File: config.mk
export PLATFORM = sky130hd
export DESIGN_NAME = mac_cfg_sequencer
export DESIGN_NICKNAME = d
export VERILOG_FILES = /design/src/rtl/mac_cfg_sequencer.sv
export SDC_FILE = /design/constraint.sdc
export NUM_CORES = 1
export LEC_CHECK = 0
export ABC_CLOCK_PERIOD_IN_PS = 2400
export BUFFER_PORTS_ARGS = -buffer_cell sky130_fd_sc_hd__buf_2
export CAP_MARGIN = 0
export CORE_MARGIN = 1
export CORE_UTILIZATION = 41
export CTS_CLUSTER_DIAMETER = 40
export CTS_CLUSTER_SIZE = 8
export DETAILED_ROUTE_END_ITERATION = 10
export PLACE_DENSITY = 0.88
export SETUP_SLACK_MARGIN = 0.15
export SLEW_MARGIN = 20
export SYNTH_ARGS = -nofsm -noshare
export SYNTH_HDL_FRONTEND = slang
export SYNTH_SLANG_ARGS = --single-unit
File: constraint.sdc
create_clock -name clk -period 2.4 [get_ports clk]
set_clock_uncertainty 0.2 [all_clocks]
set_input_delay 0.48 -clock clk [delete_from_list [all_inputs] [get_ports clk]]
set_output_delay 0.48 -clock clk [all_outputs]
set_load 0.02 [all_outputs]
File: src/rtl/mac_cfg_sequencer.sv
// Ethernet MAC control-port sequencer: fixed bring-up writes, SW_RESET poll, enable, then host pass-through.
// Optional readback check of the address/frame-length registers when MAC_CFG_VERIFY_EN is defined.
module mac_cfg_sequencer #(
  parameter logic [47:0] MAC_ADDR   = 48'h02_00_00_00_00_01,
  parameter int          MAX_FRAME  = 1518,
  parameter int          POLL_LIMIT = 16,
  parameter logic [31:0] CMD_ENABLE = 32'h0000_0003
) (
  input  logic        clk,
  input  logic        reset,
  input  logic        start,
  output logic        done,
  output logic        error,
  output logic [7:0]  mac_addr,
  output logic        mac_rd,
  output logic        mac_wr,
  output logic [31:0] mac_wdata,
  input  logic [31:0] mac_rdata,
  input  logic        mac_busy,
  input  logic [7:0]  h_addr,
  input  logic        h_rd,
  input  logic        h_wr,
  input  logic [31:0] h_wdata,
  output logic [31:0] h_rdata,
  output logic        h_busy
);

  localparam logic [2:0] S_IDLE   = 3'd0;
  localparam logic [2:0] S_SEQ    = 3'd1;
  localparam logic [2:0] S_POLL   = 3'd2;
`ifdef MAC_CFG_VERIFY_EN
  localparam logic [2:0] S_VERIFY = 3'd3;
`endif
  localparam logic [2:0] S_EN     = 3'd4;
  localparam logic [2:0] S_DONE   = 3'd5;
  localparam logic [2:0] S_ERR    = 3'd6;

  // Station address: byte0 = MAC_ADDR[47:40] lands in the low byte of reg 0x03
  localparam logic [31:0] ADDR_LO = {MAC_ADDR[23:16], MAC_ADDR[31:24], MAC_ADDR[39:32], MAC_ADDR[47:40]};
  localparam logic [31:0] ADDR_HI = {16'h0, MAC_ADDR[7:0], MAC_ADDR[15:8]};
  localparam logic [31:0] FRM_LEN = 32'(MAX_FRAME);
  localparam logic [7:0]  POLL_LAST = 8'(POLL_LIMIT - 1);

  logic [2:0]  state;
  logic [2:0]  step;
  logic [7:0]  poll_cnt;
  logic        seq_rd, seq_wr;
  logic [7:0]  seq_addr;
  logic [31:0] seq_wdata;
  logic        restart_pend;

  logic        op_rd;
  logic [7:0]  op_addr;
  logic [31:0] op_wdata;

`ifdef MAC_CFG_VERIFY_EN
  logic [1:0]  vstep;
  logic [31:0] vexp;
  always_comb begin
    vexp = FRM_LEN;
    case (vstep)
      2'd0:    vexp = ADDR_LO;
      2'd1:    vexp = ADDR_HI;
      default: vexp = FRM_LEN;
    endcase
  end
`endif

  // Next own transfer for the current state/step
  always_comb begin
    op_rd    = 1'b0;
    op_addr  = 8'h02;
    op_wdata = 32'h0;
    case (state)
      S_SEQ: begin
        case (step)
          3'd0:    begin op_addr = 8'h02; op_wdata = 32'h0;       end
          3'd1:    begin op_addr = 8'h03; op_wdata = ADDR_LO;     end
          3'd2:    begin op_addr = 8'h04; op_wdata = ADDR_HI;     end
          3'd3:    begin op_addr = 8'h05; op_wdata = FRM_LEN;     end
          default: begin op_addr = 8'h02; op_wdata = 32'h2000;    end
        endcase
      end
      S_POLL: op_rd = 1'b1;
`ifdef MAC_CFG_VERIFY_EN
      S_VERIFY: begin
        op_rd   = 1'b1;
        op_addr = 8'h03 + {6'd0, vstep};
      end
`endif
      S_EN: op_wdata = CMD_ENABLE;
      default: ;
    endcase
  end

  wire host_pend = h_rd | h_wr;
  wire fwd       = (state == S_DONE) || (state == S_ERR);

  always_ff @(posedge clk) begin
    if (reset) begin
      state        <= S_IDLE;
      step         <= 3'd0;
      poll_cnt     <= 8'd0;
      seq_rd       <= 1'b0;
      seq_wr       <= 1'b0;
      seq_addr     <= 8'h0;
      seq_wdata    <= 32'h0;
      done         <= 1'b0;
      error        <= 1'b0;
      restart_pend <= 1'b0;
`ifdef MAC_CFG_VERIFY_EN
      vstep        <= 2'd0;
`endif
    end else begin
      case (state)
        S_IDLE: begin
          state     <= S_SEQ;
          step      <= 3'd0;
          seq_wr    <= 1'b1;
          seq_addr  <= 8'h02;
          seq_wdata <= 32'h0;
        end
        S_DONE, S_ERR: begin
          // A pending host access finishes before the port is taken back
          if ((start || restart_pend) && !(host_pend && mac_busy)) begin
            done         <= 1'b0;
            error        <= 1'b0;
            restart_pend <= 1'b0;
            state        <= S_SEQ;
            step         <= 3'd0;
            seq_wr       <= 1'b1;
            seq_addr     <= 8'h02;
            seq_wdata    <= 32'h0;
          end else if (start) begin
            restart_pend <= 1'b1;
          end
        end
        default: begin
          if (!seq_rd && !seq_wr) begin
            seq_rd    <= op_rd;
            seq_wr    <= !op_rd;
            seq_addr  <= op_addr;
            seq_wdata <= op_wdata;
          end else if (!mac_busy) begin
            seq_rd <= 1'b0;
            seq_wr <= 1'b0;
            case (state)
              S_SEQ: begin
                if (step == 3'd4) begin
                  state    <= S_POLL;
                  poll_cnt <= 8'd0;
                end else if (step == 3'd3) begin
`ifdef MAC_CFG_VERIFY_EN
                  state <= S_VERIFY;
                  vstep <= 2'd0;
`else
                  step  <= 3'd4;
`endif
                end else begin
                  step <= step + 3'd1;
                end
              end
              S_POLL: begin
                if (!mac_rdata[13]) begin
                  state <= S_EN;
                end else if (poll_cnt == POLL_LAST) begin
                  state <= S_ERR;
                  error <= 1'b1;
                end else begin
                  poll_cnt <= poll_cnt + 8'd1;
                end
              end
`ifdef MAC_CFG_VERIFY_EN
              S_VERIFY: begin
                if (mac_rdata != vexp) begin
                  state <= S_ERR;
                  error <= 1'b1;
                end else if (vstep == 2'd2) begin
                  state <= S_SEQ;
                  step  <= 3'd4;
                end else begin
                  vstep <= vstep + 2'd1;
                end
              end
`endif
              S_EN: begin
                state <= S_DONE;
                done  <= 1'b1;
              end
              default: ;
            endcase
          end
        end
      endcase
    end
  end

  // Host owns the port only once the sequence has finished or failed
  assign mac_rd    = fwd ? h_rd : seq_rd;
  assign mac_wr    = fwd ? (h_wr & ~h_rd) : seq_wr;
  assign mac_addr  = fwd ? h_addr : seq_addr;
  assign mac_wdata = fwd ? h_wdata : seq_wdata;
  assign h_busy    = fwd ? mac_busy : 1'b1;
  assign h_rdata   = mac_rdata;

endmodule

==> results.md, run 1 <==
STA:
- The upper clock frequency limit is between 400 and 500 MHz.
- After layout, the worst path uses 90.8% of the clock period.
- The relative slew slack is 62.9%.
- The final count of negative-setup-slack endpoints is 0.
- After layout, the worst setup slack is 220 ps.
- The max-slew violation count was 0.
- Setup repair after global routing could not meet its margin everywhere.
- The number of hold violations in the final report is 0.
- The setup total negative slack is 0 ps.
- Counting I/O delays and the setup requirement, the final critical path takes 2180 ps.
- The pin slew with the least headroom to its limit is about 550 ps.

Power:
- The part of the total power dissipated in the clock network is 31.6%.
- Of the total power, combinational logic draws approximately 16%.
- The internal power contribution is ~0.63 mW.
- The analysis attributes to cell leakage a power of 1.35 nW.
- The power density over the cells is 340 nW/um^2.
- The largest voltage drop on the vdd net is roughly 0.20 mV.
- The relative contribution of sequential cells to total power is 52.7%.
- Overall power consumption after layout is estimated at 0.874 mW.
- In this run switching power makes up 28.0% of total power.
- Summed over all nets, the switching power comes to 0.245 mW.

Detailed routing:
- The first detailed-routing pass took 4 iterations.
- For this block, the initial DRC count from the detailed router was 194.
- The number of nets with antenna violations after routing is 0.
- The number of vias per cell is 5.57.
- The wire length reported by the detailed router is 6040 um.
- The total number of vias is 2302.
- The routed wire length per instance is 14.6 um.
- The number of DRC violations after detailed routing is 0.

CTS:
- Clock tree synthesis found a total of 27 sinks.
- The largest buffer count on any clock path is 2.
- The clock slew seen by the registers of the worst setup and hold paths is 110 ps.
- The number of buffers inserted for hold repair after clock tree synthesis is 0.
- CTS built an H-tree with a depth of 1.
- The later pin in the worst-skew pair is clocked with a latency of around 290 ps.
- The CTS tree is done.
- In this run the clock root is driven by a clkbuf_8.
- The number of buffers added by the clock tree synthesis step is 3.

Yosys:
- The synthesized design spends more area on one cell type than any other, namely dfxtp_1.
- For this run, the register share of the synthesized area comes to 25.0%.
- The number of synthesized flops with an enable pin is 0.
- Summed over its instances, the top area cell type makes up 25.0% of the synthesized netlist area.
- The most used flip-flop cell after synthesis is dfxtp_1.
- The synthesized design contains 27 register bits.
- The post-synthesis cell type count is 57.
- In the synthesized netlist the async set-or-reset flop fraction comes to 0%.
- Synthesis produced a netlist whose cell count is roughly 290.
- Dividing the synthesized area by the synthesized cell count gives between 7 and 8 sq um.
- The synthesis warning total is 0.
- When the netlist entered floorplanning its net count stood at 370.
- Sorting the synthesized cells by area gives the leading types as dfxtp_1, buf_4, and3_1, nand2_1, o21ai_0.
- The mapped netlist covers 2160 sq um.

Worst setup path:
- By startpoint and endpoint, the worst setup path is classified as flop to output port.
- The required time of the worst setup path is 1720 ps.
- The largest driver fanout on the critical path is 11.
- The standard cell with the maximum stage delay on the critical path is dfxtp_4.
- The critical path capture point type is an output port.
- The data arrival time of the critical path is 1500 ps.
- The worst setup path is launched from a flop.
- The delay contributed by the slowest stage of the critical path is 380 ps.
- Among the stages of the critical path, the cell type that occurs most often is nand2_1.
- The critical path contains buffers and inverters numbering 2 combined.
- The critical path goes through xor2_2, nand2_1, buf_4, nand2_1, o21ai_1, buf_2.
- The cell family contributing the most delay on the critical path is flip-flops.

Die:
- The top-level port count is 155.
- The die width is 74.6 um.
- In this run the vertical extent of the chip is 74.6 um.
- The floorplan step defined a die boundary enclosing 5570 sq um.
- In this run the standard cell core region covers 5110 sq um.
- The initial core utilization is between 40% and 50%.
- Row generation in the floorplan step produced 26 rows.

Cells and area:
- Excluding fillers, the count of instances in the completed layout stands at approximately 410.
- The synthesis-to-finish area growth is 19.0%.
- In the final layout, the share of cells above drive strength 1 is 37.3%.
- After filler insertion, the fill cell instance count of the layout stands at 488.
- The area of the multi-input gates is 1290 sq um.
- The number of antenna repair diodes is 0.
- The flip-flop and latch area is between 500 and 600 sq um.
- The final layout net count is 427.

Global routing:
- The maximum number of pins on one net before global-route repair is 42.
- The number of global-route vias before repair is ~1900.
- The number of antenna violations at the first check in global routing is 0.
- The first-pass GRT wire length is 8620 um.
- The total global routing track utilization is 20.1%.
- The total overflow left after global routing is 0.

Min path:
- The path class of the tightest hold or removal check is flop to flop.

Placed design:
- At the placement stage, the worst setup path has a slack of about 170 ps.
- Buffers placed on the I/O ports in this run total 92.
- The number of placed instances, taps included, is 408.
- At the end of routability-driven placement, the weighted congestion stood at 0.965.
- The total half-perimeter wirelength after legalization and detailed placement is 4400 um.

Outcome:
- The flow ran to the end, and the final reports show no timing, DRC or antenna violations.

Run:
- The count of max-cap constraint violations is 0.
-- flip-flops by register name (all words and copies together), names as in the netlist --
register,flops
restart_pend,1
poll_cnt,8
step,3
done,1
seq_addr,3
error,1
state,3
seq_wdata,5
seq_rd,1
seq_wr,1
-- area by class of cell --
cell class              count  area share, %
clock buffers               3           1.61
flip-flops and latches     27           21.4
clock inverters             1          0.195
multi-input cells         202           50.0
repair buffers            102           22.1
inverters                   8           1.17
well taps                  70           3.40
-- worst paths after layout --
check,from,endpoint,slack [ps],depth (start not counted)
max reg2reg,state[2],poll_cnt[0],260,5
min,seq_addr[0],seq_addr[0],270,2
min reg2reg,seq_addr[0],seq_addr[0],270,2
max,state[1],mac_wr,220,6
-- cells in the mapped netlist, types with 5 or more instances --
library cell,count
nor3_1,12
nand2_1,37
o21ai_0,18
inv_1,6
buf_2,5
nand3_1,7
and3_1,30
a21oi_1,13
a21o_1,7
nor2_1,11
ha_1,5
clkbuf_1,11
o221a_2,6
mux2i_1,5
buf_4,34
dfxtp_1,27
-- cells in the final DEF (no fill, tap or decap), types with 3 or more instances in the layout --
cell type / count
o21a_1: 3
o221a_2: 6
clkbuf_8: 3
nor2_1: 10
ha_1: 5
buf_2: 92
a21o_1: 7
nand2_1: 37
nor3_1: 12
a21oi_1: 13
nor3b_1: 3
o21ai_0: 17
mux2i_1: 5
inv_1: 6
dfxtp_4: 3
nand4_1: 3
nor4_1: 3
nand3_1: 7
or3_1: 3
buf_4: 7
dfxtp_1: 24
and3_1: 30
-- layer usage --
layer / GRT usage (%) / routed length [um] / share of wire [%] / up-vias
li1: - / - / - / 1121
met1: 25.4 / 2560 / 42 / 1079
met2: 34.1 / 2990 / 50 / 84
met3: 2.95 / 400 / 6.6 / 18
met4: 8.60 / 84 / 1.4 / 0
met5: 0 / 0 / 0 / -
-- kinds of logic (layout without fill, tap and decap cells) --
| logic type | count (synthesis) | count (layout) | synth area share (%) |
|---|---|---|---|
| AOI/OAI and AO/OA | 70 | 70 | 23.0 |
| xor gates and xnor gates | 2 | 2 | 1.16 |
| adders and majority gates | 5 | 5 | 2.89 |
| buffers and inverters | 58 | 114 | 16.3 |
| DFF | 27 | 27 | 25.0 |
| muxes | 6 | 6 | 3.01 |
| and+or+nand+nor | 119 | 119 | 28.7 |
-- power groups by stage --
stage	combinational, mW	sequential, mW	clock, mW
2_1_floorplan	0.152	0.469	0
3_3_place_gp	0.130	0.473	0
3_5_place_dp	0.133	0.473	0
4_1_cts	0.134	0.462	0.275
5_1_grt	0.152	0.462	0.295
6_report	0.137	0.461	0.276
-- timing repair --
| action | CTS | global route |
|---|---|---|
| resized for setup | 7 | 10 |
| gates cloned | 0 | 1 |
| buffers inserted | 0 | 0 |
| endpoints found under the setup margin | 15 | 44 |
-- through the flow --
stage / util, % / area, sq um / hold WS [ps]
finish: 50.4 / 2570 / 268
detailed placement: 48.1 / 2460 / 252
global placement: 48.1 / 2460 / 250
floorplan: - / 2160 / 235
global route: 50.4 / 2570 / 288
CTS: 49.4 / 2520 / 269
-- worst min-delay path: cells and delay by family (launching register included) --
kind / cells / cell delay [ps]
flops: 1 / 330
compound gates: 1 / 60
simple gates: 1 / 50
Note: power is estimated with default switching activity, not from simulation.
==> run 2, diff against run 1 <==
--- a/config.mk
+++ b/config.mk
@@ -14,6 +14,7 @@
 export CTS_CLUSTER_SIZE = 8
 export DETAILED_ROUTE_END_ITERATION = 10
 export PLACE_DENSITY = 0.88
+export REMOVE_ABC_BUFFERS = 1
 export SETUP_SLACK_MARGIN = 0.15
 export SLEW_MARGIN = 20
 export SYNTH_ARGS = -nofsm -noshare
==> results.md, run 2 (synthesized netlist as in run 1, its figures left out) <==
Detailed routing:
- The number of detailed-routing iterations run before antenna repair is 4 (unchanged).
- The total number of vias is 2345 (was 2302).
- The wire length reported by the detailed router came to 6640 um (was 6040 um).
- The routed wire length per instance was 16.0 um (was 14.6 um).
- The number of DRC violations after detailed routing came to 0 (unchanged).
- The number of nets with antenna violations after routing is 0 (unchanged).
- The number of vias per cell was 5.66 (was 5.57).
- The number of design-rule violations left by the first detailed-router iteration is 163 (was 194).

Worst setup path:
- The largest driver fanout on the critical path is 15 (was 11).
- The required time of the worst setup path is 1720 ps (about the same).
- Worst path cell trace: xnor2_2, nor2_4, buf_12, a21o_1, buf_2 (was xor2_2, nand2_1, buf_4, nand2_1, o21ai_1, buf_2).
- The worst reg-to-reg setup slack is 250 ps (was 260 ps).
- The category of the worst setup path launch point is a flop (unchanged).
- The data arrival time of the critical path is 1490 ps (was 1500 ps).
- The worst setup path startpoint is state[1] (unchanged).
- The number of cells on the worst reg-to-reg path is 5 (unchanged).
- The logic depth of the worst path, buffers included is 5 (was 6).
- The number of buffers and inverters on the critical path came to 2 (unchanged).
- The start of the worst register-to-register path is state[0] (was state[2]).
- The type of the setup path with the least slack is flop to output port (unchanged).
- The capturing instance or port of the critical path was mac_wdata[6] (was mac_wr).
- The delay contributed by the slowest stage of the critical path is 380 ps (about the same).
- The critical path capture point type is an output port (unchanged).
- The standard cell with the maximum stage delay on the critical path is dfxtp_4 (unchanged).
- The end of the worst register-to-register path is poll_cnt[0] (unchanged).
- The cell family contributing the most delay on the critical path is flip-flops (unchanged).

STA:
- The period utilization was 90.4% (was 90.8%).
- The final worst-path setup slack is 230 ps (was 220 ps).
- The final count of negative-setup-slack endpoints came to 0 (unchanged).
- The upper clock frequency limit is 461 MHz (was 459 MHz).
- The number of hold violations in the final report is 0 (unchanged).
- The setup total negative slack is 0 ps (unchanged).
- The max-slew violation count is 0 (unchanged).
- The clock period minus worst slack is 2170 ps (was 2180 ps).
- The relative slew slack is 66.0% (was 62.9%).
- The final hold slack came to 262 ps (was 268 ps).
- The pin slew with the least headroom to its limit was 508 ps (was 551 ps).
- RSZ-0062 raised after global routing: true (unchanged).

CTS:
- The root buffer cell is clkbuf_8 (unchanged).
- The clock insertion delay at the later pin of the skew report is 270 ps (was 290 ps).
- The clock slew seen by the registers of the worst setup and hold paths is 90 ps (was 110 ps).
- The number of H-tree levels came to 1 (unchanged).
- The number of sinks on the clock net is 27 (unchanged).
- The number of buffers added by the clock tree synthesis step came to 3 (unchanged).
- The CTS tree is done (unchanged).
- The largest buffer count on any clock path came to 2 (unchanged).

Global routing:
- The first-pass GRT wire length is 9840 um (was 8620 um).
- The total global routing track utilization came to 23.6% (was 20.1%).
- The number of global-route vias before repair is 1886 (was 1874).
- The number of antenna violations at the first check in global routing was 0 (unchanged).
- The maximum number of pins on one net before global-route repair is 34 (was 42).
- The total grt overflow is 0 (unchanged).

Cells and area:
- Leading registers by flop count: poll_cnt x8, seq_wdata x5 (unchanged).
- The share of layout cells above drive strength 1 is 37.2% (was 37.3%).
- The post-route core utilization is 50.6% (was 50.4%).
- The register with the most flip-flops is poll_cnt (unchanged).
- The most common cell after layout, fill and taps aside is buf_2 (unchanged).
- The synthesis-to-finish area growth is 19.4% (was 19.0%).
- The final layout net count was 428 (was 427).
- Top library cells by usage in the layout, fill and taps aside: buf_2, nand2_1, and3_1 (unchanged).
- The number of antenna repair diodes is 0 (unchanged).
- The flip-flop count of the largest register, all copies and words added was 8 (unchanged).

Power:
- The power density over the cells is 332 nW/um^2 (was 340 nW/um^2).
- The total power is 0.857 mW (was 0.874 mW).
- The largest voltage drop on the vdd net came to 0.193 mV (was 0.197 mV).
- The static power due to leakage is 1.36 nW (was 1.35 nW).

Placed design:
- The weighted congestion reported at the end of routability-driven placement was 0.914 (was 0.965).
- The worst slack at placement is 94.7 ps (was 168 ps).
- The total half-perimeter wirelength after legalization and detailed placement is 4970 um (was 4400 um).
- The quantity of I/O buffers inserted on ports came to 92 (unchanged).

Min path:
- The path category of the worst min-delay check is flop to flop (unchanged).

Die:
- The initial core utilization is 42.3% (unchanged).
- The chip height is 74.6 um (unchanged).
- The floorplan die area is 5570 sq um (unchanged).
- The top-level port count came to 155 (unchanged).
- The placeable core area is 5110 sq um (unchanged).
- The die width came to 74.6 um (unchanged).
- The standard-cell row count came to 26 (unchanged).

Outcome:
- Status: completed (unchanged).

Run:
- The count of max-cap constraint violations is 0 (unchanged).
-- run 2: worst min-delay path by stage --
| stage | from | depth (start not counted) | slack (ps) | end |
|---|---|---|---|---|
| global placement | seq_addr[2] | 2 | 250 | seq_addr[2] |
| floorplan | seq_addr[2] | 2 | 230 | seq_addr[2] |
| finish | seq_addr[0] | 2 | 260 | seq_addr[0] |
| global route | seq_wdata[8] | 2 | 280 | seq_wdata[8] |
| detailed placement | seq_addr[0] | 2 | 250 | seq_addr[0] |
| CTS | seq_addr[0] | 2 | 260 | seq_addr[0] |
-- run 2: metal layers --
layer,track usage [%],routed length (um)
met5,13.0,81
met4,5.45,61
met3,11.4,853
met2,33.4,2890
met1,31.2,2750
-- run 2: repair_timing --
action	4_1_cts	5_1_grt
buffers inserted	0	1
pin swaps	1	2
resized for setup	8	10
hold buffers	0	0
endpoints found under the setup margin	15	41
cloned	0	0
-- run 2: worst register-to-register path, delay by kind of cell (launching register included) --
| family | cells | cell delay, ps |
|---|---|---|
| AND/OR/NAND/NOR | 1 | 530 |
| multiplexers | 1 | 320 |
| flip-flops | 1 | 400 |
| buffers and inverters | 1 | 180 |
| AO/OA/AOI/OAI | 2 | 410 |
-- run 2: layout make-up --
cell class                      count  area (sq um)
Fill cell                         496          2520
Multi-Input combinational cell    202          1310
Timing Repair Buffer              103           566
Sequential cell                    27           548
Tap cell                           70          87.6
Clock buffer                        4          45.0
Inverter                            8          30.0
-- run 2: through the flow --
| step | instances | area, sq um |
|---|---|---|
| 6_report | 414 | 2580 |
| 5_1_grt | 414 | 2580 |
| 4_1_cts | 413 | 2530 |
| 3_5_place_dp | 409 | 2460 |
| 3_3_place_gp | 409 | 2460 |
| 2_1_floorplan | 237 | 1840 |
-- run 2: power by group --
group | switching (mW) | internal, mW
clock | 0.139 | 0.119
sequential | 0.00927 | 0.453
combinational | 0.0745 | 0.0622
total | 0.222 | 0.634
==> run 3, diff against run 2 <==
--- a/config.mk
+++ b/config.mk
@@ -6,13 +6,14 @@
 export NUM_CORES = 1
 export LEC_CHECK = 0
 export ABC_CLOCK_PERIOD_IN_PS = 2400
-export BUFFER_PORTS_ARGS = -buffer_cell sky130_fd_sc_hd__buf_2
+export BUFFER_PORTS_ARGS = -buffer_cell sky130_fd_sc_hd__clkbuf_2
 export CAP_MARGIN = 0
 export CORE_MARGIN = 1
 export CORE_UTILIZATION = 41
 export CTS_CLUSTER_DIAMETER = 40
 export CTS_CLUSTER_SIZE = 8
 export DETAILED_ROUTE_END_ITERATION = 10
+export GPL_TIMING_DRIVEN = 0
 export PLACE_DENSITY = 0.88
 export REMOVE_ABC_BUFFERS = 1
 export SETUP_SLACK_MARGIN = 0.15
==> results.md, run 3 (synthesized netlist as in run 1, its figures left out) <==
Detailed routing:
- The number of DRC violations after detailed routing is 0 (unchanged).
- The number of detailed-routing iterations run before antenna repair is 4 (unchanged).
- The number of nets with antenna violations after routing is 0 (unchanged).
- The number of vias per cell is 5.71 (was 5.66).
- The total number of vias is 2402 (was 2345).
- The routed wire length per instance came to 16.6 um (was 16.0 um).
- The wire length reported by the detailed router is 6970 um (was 6640 um).
- The number of design-rule violations left by the first detailed-router iteration is 164 (was 163).

Worst setup path:
- The worst reg-to-reg setup slack was 270 ps (was 250 ps).
- The delay contributed by the slowest stage of the critical path is 440 ps (was 380 ps).
- The start of the worst register-to-register path was state[0] (unchanged).
- The required time of the worst setup path is 1720 ps (about the same).
- The number of cells on the worst reg-to-reg path is 5 (unchanged).
- The data arrival time of the critical path is 1520 ps (was 1490 ps).
- The category of the worst setup path launch point is a flop (unchanged).
- The standard cell with the maximum stage delay on the critical path is dfxtp_4 (unchanged).
- The cell family contributing the most delay on the critical path was flip-flops (unchanged).
- The critical path capture point type was an output port (unchanged).
- The type of the setup path with the least slack is flop to output port (unchanged).
- The end of the worst register-to-register path was poll_cnt[0] (unchanged).
- Worst path cell trace: xor2_4, buf_4, and3_1, clkbuf_2 (was xnor2_2, nor2_4, buf_12, a21o_1, buf_2).
- The number of buffers and inverters on the critical path is 2 (unchanged).
- The largest driver fanout on the critical path is 16 (was 15).

Die:
- The die width is 74.6 um (unchanged).
- The floorplan die area is 5570 sq um (unchanged).
- The standard-cell row count is 26 (unchanged).
- The top-level port count came to 155 (unchanged).
- The chip height is 74.6 um (unchanged).
- The initial core utilization is 42.3% (unchanged).
- The placeable core area was 5110 sq um (unchanged).

Cells and area:
- The register with the most flip-flops is poll_cnt (unchanged).
- The post-route core utilization is 52.6% (was 50.6%).
- The synthesis-to-finish area growth is 24.2% (was 19.4%).
- The final layout net count is 435 (was 428).
- The flip-flop count of the largest register, all copies and words added is 8 (unchanged).
- The finished layout cell area came to 2690 sq um (was 2580 sq um).
- The layout filler cell count came to 470 (was 496).
- The most common cell after layout, fill and taps aside is clkbuf_2 (was buf_2).
- Leading registers by flop count: poll_cnt x8, seq_wdata x5 (unchanged).
- Top library cells by usage in the layout, fill and taps aside: clkbuf_2, nand2_1, and3_1 (was buf_2, nand2_1, and3_1).
- The share of layout cells above drive strength 1 is 38.7% (was 37.2%).
- The number of antenna repair diodes came to 0 (unchanged).

Power:
- The largest voltage drop on the vdd net is 0.214 mV (was 0.193 mV).
- The power density over the cells is 324 nW/um^2 (was 332 nW/um^2).
- The static power due to leakage came to 1.38 nW (was 1.36 nW).

Placed design:
- The weighted congestion reported at the end of routability-driven placement is 0.940 (was 0.914).
- The cell area after placement is 2390 sq um (was 2460 sq um).
- The quantity of I/O buffers inserted on ports is 92 (unchanged).
- The total half-perimeter wirelength after legalization and detailed placement was 4790 um (was 4970 um).

CTS:
- The number of H-tree levels came to 1 (unchanged).
- The CTS tree is done (unchanged).
- The largest buffer count on any clock path is 2 (unchanged).
- The root buffer cell is clkbuf_8 (unchanged).
- The number of buffers inserted for hold repair after clock tree synthesis came to 0 (unchanged).
- The clock insertion delay at the later pin of the skew report is 270 ps (about the same).
- The number of buffers added by the clock tree synthesis step is 3 (unchanged).
- The number of sinks on the clock net came to 27 (unchanged).
- The clock slew seen by the registers of the worst setup and hold paths is 100 ps (was 90 ps).

Min path:
- The worst hold path startpoint is seq_addr[2] (was seq_addr[0]).
- The hold-critical path endpoint is seq_addr[2] (was seq_addr[0]).
- The worst hold path cell count is 2 (unchanged).
- The path category of the worst min-delay check is flop to flop (unchanged).

Global routing:
- The number of antenna violations at the first check in global routing came to 0 (unchanged).
- The first-pass GRT wire length is 10000 um (was 9840 um).
- The total grt overflow is 0 (unchanged).
- The number of global-route vias before repair is 1977 (was 1886).
- The maximum number of pins on one net before global-route repair came to 23 (was 34).
- The total global routing track utilization is 24.0% (was 23.6%).

STA:
- The final count of negative-setup-slack endpoints is 0 (unchanged).
- The clock period minus worst slack is 2200 ps (was 2170 ps).
- The relative slew slack is 62.0% (was 66.0%).
- The number of hold violations in the final report is 0 (unchanged).
- The setup total negative slack was 0 ps (unchanged).
- The max-slew violation count is 0 (unchanged).
- RSZ-0062 raised after global routing: true (unchanged).
- The pin slew with the least headroom to its limit came to 567 ps (was 508 ps).
- The upper clock frequency limit is 455 MHz (was 461 MHz).
- The period utilization is 91.7% (was 90.4%).

Run:
- The count of max-cap constraint violations is 0 (unchanged).

Outcome:
- Status: completed (unchanged).
==> run 3: worst max path at each step <==
stage               startpoint       endpoint  slack, ps  cells after the start
floorplan             state[0]         mac_wr       -370                      3
global route          state[1]  mac_wdata[10]        110                      5
finish                state[0]  mac_wdata[29]        200                      4
global placement      state[0]  mac_wdata[10]       -960                      5
CTS                   state[1]   mac_wdata[2]        140                      5
detailed placement    state[0]   mac_wdata[2]      -1050                      5
==> run 3: power by group <==
| part | internal, mW | switching, mW |
|---|---|---|
| Clock | 0.119 | 0.142 |
| Sequential | 0.452 | 0.0106 |
| Combinational | 0.0681 | 0.0790 |
==> run 3: area by class of cell <==
class	count	area [sq um]	share of cell area, %
clock buffers	4	45.0	1.68
inverters	8	31.3	1.16
repair buffers	108	609	22.7
multi-input cells	204	1360	50.7
flip-flops and latches	27	552	20.5
well taps	70	87.6	3.26
==> run 3: per-layer routing <==
metal	part of all wire, %	global-route usage [%]	vias up
met2	45	37.1	138
met1	42	30.0	1112
met4	0.72	3.56	4
met5	1.2	13.0	-
li1	-	-	1139
met3	12	11.4	9
==> run 3: through the flow <==
stage | hold slack (ps) | setup WS [ps] | instances | power (mW)
2_1_floorplan | 235 | -372 | 237 | 0.534
3_3_place_gp | 248 | -962 | 399 | 0.596
3_5_place_dp | 260 | -1050 | 399 | 0.599
4_1_cts | 273 | 140 | 418 | 0.862
5_1_grt | 277 | 112 | 421 | 0.904
6_report | 268 | 200 | 421 | 0.871
==> run 3: repair_timing <==
item,in CTS,in global routing
buffers inserted,14,2
setup endpoints to repair,69,26
gates resized for setup,15,3
gates cloned,1,1
pin swaps,4,2
==> run 3: worst reg2reg max path, delay by kind of cell (launching register included) <==
family / cells / cell delay [ps]
buffers and inverters: 1 / 180
AO/OA/AOI/OAI: 2 / 390
multiplexers: 1 / 310
flip-flops: 1 / 440
AND/OR/NAND/NOR: 1 / 520
